<file path="config.mk">
export PLATFORM = sky130hd
export DESIGN_NAME = spmv_seq_ctrl
export DESIGN_NICKNAME = d
export VERILOG_FILES = /design/src/rtl/spmv_seq_ctrl.sv
export SDC_FILE = /design/constraint.sdc
export NUM_CORES = 1
export LEC_CHECK = 0
export CELL_PAD_IN_SITES_DETAIL_PLACEMENT = 0
export CELL_PAD_IN_SITES_GLOBAL_PLACEMENT = 2
export CORE_ASPECT_RATIO = 1.2
export CORE_MARGIN = 4
export CORE_UTILIZATION = 31
export DETAILED_ROUTE_END_ITERATION = 10
export PLACE_DENSITY = 0.91
export SYNTH_ARGS = -nofsm -noshare
export SYNTH_HDL_FRONTEND = slang
export SYNTH_SLANG_ARGS = --single-unit
</file>
<file path="constraint.sdc">
create_clock -name clk -period 2.9 [get_ports clk]
set_input_delay 0.58 -clock clk [delete_from_list [all_inputs] [get_ports clk]]
set_output_delay 0.58 -clock clk [all_outputs]
set_load 0.02 [all_outputs]
</file>
<file path="src/rtl/spmv_seq_ctrl.sv">
// Sequencer for a CSR-style sparse matrix-vector datapath: walks nnz elements, tracks row
// boundaries from the end-of-row memory, drains the pipeline and reports completion.
module spmv_seq_ctrl #(
  parameter int unsigned WIDTH_ADDR = 16,
  parameter int unsigned WIDTH_ROW  = 16,
  parameter int unsigned PIPE_DEPTH = 5
) (
  input  logic                  clk,
  input  logic                  rst,
  input  logic                  start,
  input  logic                  abort,
  input  logic [WIDTH_ADDR-1:0] nnz,
  input  logic                  stall,
  input  logic                  eor_in,
  output logic                  elem_rd_en,
  output logic [WIDTH_ADDR-1:0] elem_addr,
  output logic                  clear_acc,
  output logic [WIDTH_ROW-1:0]  row_idx,
  output logic                  row_end,
  output logic                  busy,
  output logic                  done,
  output logic                  err_eor
);

  typedef enum logic [1:0] {StIdle, StFetch, StDrain, StDone} state_e;

  state_e                state_q;
  logic [WIDTH_ADDR-1:0] nnz_q;
  logic [WIDTH_ADDR-1:0] addr_q;
  logic [3:0]            drain_cnt_q;
  logic [WIDTH_ROW-1:0]  row_idx_q;
  logic                  eor_vld_q;
  logic                  clear_acc_q;
  logic                  busy_q;
  logic                  done_q;
  logic                  err_eor_q;

  logic rd_fire;
  logic last_rd;
  logic eor_hit;

  // Reads react to stall/abort in the same cycle so no element is issued into a conflict.
  always_comb begin
    rd_fire = (state_q == StFetch) && !stall && !abort;
    last_rd = (addr_q == nnz_q - WIDTH_ADDR'(1));
    eor_hit = eor_vld_q && eor_in && !abort;
  end

  always_ff @(posedge clk) begin
    if (rst) begin
      state_q     <= StIdle;
      nnz_q       <= '0;
      addr_q      <= '0;
      drain_cnt_q <= '0;
      row_idx_q   <= '0;
      eor_vld_q   <= 1'b0;
      clear_acc_q <= 1'b0;
      busy_q      <= 1'b0;
      done_q      <= 1'b0;
      err_eor_q   <= 1'b0;
    end else begin
      clear_acc_q <= 1'b0;
      done_q      <= 1'b0;
      eor_vld_q   <= rd_fire;
      if (eor_hit) begin
        row_idx_q <= row_idx_q + WIDTH_ROW'(1);
      end
      unique case (state_q)
        StIdle: begin
          if (start && !abort) begin
            nnz_q       <= nnz;
            addr_q      <= '0;
            row_idx_q   <= '0;
            err_eor_q   <= 1'b0;
            clear_acc_q <= 1'b1;
            if (nnz == '0) begin
              state_q <= StDone;
              done_q  <= 1'b1;
            end else begin
              state_q <= StFetch;
              busy_q  <= 1'b1;
            end
          end
        end
        StFetch: begin
          if (abort) begin
            state_q <= StIdle;
            busy_q  <= 1'b0;
          end else if (!stall) begin
            // The address parks on the final element rather than running past nnz-1.
            if (last_rd) begin
              state_q     <= StDrain;
              drain_cnt_q <= 4'(PIPE_DEPTH);
            end else begin
              addr_q <= addr_q + WIDTH_ADDR'(1);
            end
          end
        end
        StDrain: begin
          if (abort) begin
            state_q <= StIdle;
            busy_q  <= 1'b0;
          end else begin
            // Only the final element's EOR qualifier can land inside DRAIN.
            if (eor_vld_q && !eor_in) begin
              err_eor_q <= 1'b1;
            end
            if (drain_cnt_q == 4'd0) begin
              state_q <= StDone;
              busy_q  <= 1'b0;
              done_q  <= 1'b1;
            end else if (!stall) begin
              drain_cnt_q <= drain_cnt_q - 4'd1;
            end
          end
        end
        StDone: begin
          state_q <= StIdle;
        end
        default: begin
          state_q <= StIdle;
        end
      endcase
    end
  end

  assign elem_rd_en = rd_fire;
  assign elem_addr  = addr_q;
  assign clear_acc  = clear_acc_q;
  assign row_idx    = row_idx_q;
  assign row_end    = eor_hit;
  assign busy       = busy_q;
  assign done       = done_q;
  assign err_eor    = err_eor_q;

endmodule
</file>
==> impl_metrics.yaml <==
outcome:
  run_status: "finished clean"
sta:
  hold_viol_final: 0
  fmaxAchievable_mhz: 371.1
  tightest_slew_ns: 0.6258
  maxSlewViolCount: 0
  setup_viol: 0
  finalSetupTns_ns: 0
  min_period_ns: 2.695
  fin_crit_sh_pct: 92.93
  relSlewSlack_pct: 58.28
  grt_setup_unrepaired: "no"
  clock_skew_ns: 0.005461
  fin_ws_ns: 0.2050
cts:
  root_buffer: "clkbuf_16"
  cts_sinks: 59
  cts_setup_buffers: 0
  worst_setup_hold_path_clk_slew_ns: 0.05
  clkLatencyLatePin_ns: 0.33
  clock_path_buffers: 2
  cts_tree: "done"
  cts_max_level: 3
  cts_buffers: 9
  postCtsHoldBufs: 0
synth:
  synth_compound_area_share_pct: 15.51
  synth_mux_area_share_pct: 3.211
  yosys_warnings: 0
  synth_seq_area_share_pct: 34.44
  async_flop_share_pct: 0
  synth.distinct_cells: 57
  syn_nets: 460
  ys_seq_elements: 59
  synth_xor_xnor_area_share_pct: 6.385
  syn_area_sq_um: 3430
  syn-instance-count: 431
  synth_edf_count: 0
  synth_top_family_by_area: "simple AND/OR/NAND/NOR gates"
  synthFlopType: "dfxtp_1"
  syn-mean-instance-area_sq_um: 7.957
  yosys.area_share.adder_pct: 2.554
  synth-simple-area-share_pct: 32.83
placed_design:
  port_buffers: 59
  pre_cts_ws_ns: 0.1141
  globalplace.congestion: 0.7972
  dpl.hpwl_mm: 6.999
min_path:
  hold_path_end: "nnz_q[15]"
  hold_path_class: "flip-flop to flip-flop"
  worstHoldPathCells: 2
  min_from: "nnz_q[15]"
die:
  dieArea_sq_um: 12820
  start_util_pct: 32.14
  fp.dieW_um: 104.0
  io_pins: 60
  core_sq_um: 10670
  die_h_um: 123.2
  placementRows: 41
cells_and_area:
  drive_gt1_share_pct: 8.519
  fill_cells: 1099
  multi_input_area_sq_um: 2092
  finish.utilization_pct: 42.21
  n_antenna_cell: 0
  num-nets-final: 517
  register_area_sq_um: 1181
  area_delta_synth_final_pct: 31.34
critical_path:
  r2r-start: "nnz_q[5]"
  rr_worst_depth: 7
  crit_top_cell: "clkdlybuf4s50_1"
  crit_chain: "clkdlybuf4s50_1 -> nand2b_1 -> nor2_1 -> clkdlybuf4s50_1"
  slowest_stage: "clkdlybuf4s50_1"
  reg2reg_to: "state_q[1]"
  crit_path_end_kind: "output port"
  crit_type: "primary input to output port"
  worstPathMaxFanout: 8
  worst_setup_path_start_kind: "primary input"
  required_ns: 2.32
  r2r_slack_ns: 0.22
  max_stage_delay_ns: 0.62
  cp.arrival_ns: 2.11
routing:
  avgRoutedWirePerCell_um: 14.72
  wl_met1_mm: 4.034
  vias: 3274
  wl_met2_mm: 4.652
  ant_nets: 0
  wl_mm: 9.155
  top_layer: "met4"
  dr_wl_met3_um: 278
  routed_via_density: 5.264
  firstDrtPassIters: 4
  route.detailed.drc: 0
  drt_iter0_drc: 129
power:
  power_density_nw_per_um2: 660.4
  p_leak_nw: 1.590
  ir_drop_v: 0.0004130
grt:
  grt_pass1_wl_mm: 15.37
  grt_overflow: 0
  grt_max_degree: 26
  antenna_found_initial: 0
  grt.total_usage_pct: 14.96
  grt_pass1_vias: 3140
run:
  cap_violations: 0
==> logic make-up (layout without fill, tap and decap cells) <==
logic type / Yosys count / in the layout
xor+xnor: 25 / 25
compound gates: 80 / 80
buf+inv: 41 / 103
mux: 11 / 11
flops: 59 / 59
simple gates: 208 / 208
fa+ha+maj: 7 / 7
==> metrics by stage <==
step                total power [mW]  instances  hold WS (ns)  area, sq um
floorplan                      1.563        431        0.4496         3430
detailed placement             1.807        606        0.4642         4163
finish                         2.975        622        0.4742         4504
global route                   3.154        622        0.5039         4504
CTS                            2.999        622        0.4743         4492
global placement               1.795        606        0.4659         4163
==> per-layer routing <==
metal  track usage (%)  vias up
met5                 0        -
met2             26.22       45
met3             2.977       12
met1             17.69     1548
met4             7.066        0
li1                  -     1669
==> flip-flops by register name (all words and copies together) (netlist names) <==
name,cells
done,1
err_eor,1
row_idx,16
nnz_q,16
eor_vld_q,1
state_q,2
elem_addr,16
clear_acc,1
drain_cnt_q,4
busy,1
==> report_power, final <==
group,leakage [nW],internal (mW),switching [mW]
Combinational,0.954,0.386,0.483
Sequential,0.478,0.873,0.0614
Clock,0.159,0.797,0.375
Total,1.59,2.06,0.919
==> timing repair <==
item / 4_1_cts / 5_1_grt
endpoints found under the hold margin: 0 / 0
gates resized for setup: 0 / 2
setup endpoints to repair: 0 / 2
==> cell usage after synthesis (10+ instances only) <==
library cell	count	area (sq um)
nand2b_1	11	68.82
nand2_1	59	221.5
mux2i_1	11	110.1
a21oi_1	36	180.2
clkbuf_1	20	75.07
nor3_1	11	55.05
nand4_1	11	68.82
nor4_1	10	62.56
xnor2_1	12	105.1
xor2_1	13	113.9
nand3_1	18	90.09
nor2_1	30	112.6
inv_1	16	60.06
dfxtp_1	59	1181
o21ai_0	10	50.05
or3_1	11	68.82
==> worst max-delay path, delay by kind of cell <==
kind          cells  cell delay, ns
buf+inv           2            1.15
simple gates      2            0.39
==> worst max-delay path by stage <==
stage | startpoint | cells past startpoint | end | slack, ns
6_report | abort | 4 | elem_rd_en | 0.21
5_1_grt | nnz_q[5] | 7 | state_q[1] | 0.03
4_1_cts | nnz_q[7] | 7 | state_q[1] | 0.11
3_5_place_dp | nnz_q[7] | 7 | state_q[1] | 0.11
3_3_place_gp | abort | 7 | elem_addr[7] | 0.25
2_1_floorplan | nnz_q[3] | 10 | elem_addr[6] | 0.32
==> layout by cell type (no fill, tap or decap), drive strengths merged, types with 3 or more instances in the layout <==
| cell type | instances |
|---|---|
| or2 | 4 |
| nor3 | 12 |
| and3 | 5 |
| clkdlybuf4s50 | 59 |
| o21ai | 10 |
| or3 | 11 |
| nand2b | 11 |
| dfxtp | 59 |
| o31ai | 9 |
| xor2 | 13 |
| inv | 16 |
| nand4 | 11 |
| nor2 | 30 |
| clkbuf | 12 |
| nand3b | 3 |
| nor4 | 11 |
| buf | 12 |
| nand3 | 18 |
| nand2 | 59 |
| and4 | 4 |
| xnor2 | 12 |
| a311oi | 3 |
| nor3b | 5 |
| a21oi | 36 |
| nor2b | 7 |
| or4 | 9 |
| nor4b | 3 |
| ha | 7 |
| mux2i | 11 |
==> final cells by class <==
| cell class | count | share of cell area [%] |
|---|---|---|
| multi-input cells | 331 | 46.44 |
| flip-flops and latches | 59 | 26.22 |
| repair buffers | 71 | 15.11 |
| clock buffers | 12 | 5.694 |
| well taps | 129 | 3.583 |
| clock inverters | 4 | 1.611 |
| inverters | 16 | 1.333 |
(Power assumes the default switching activity.)
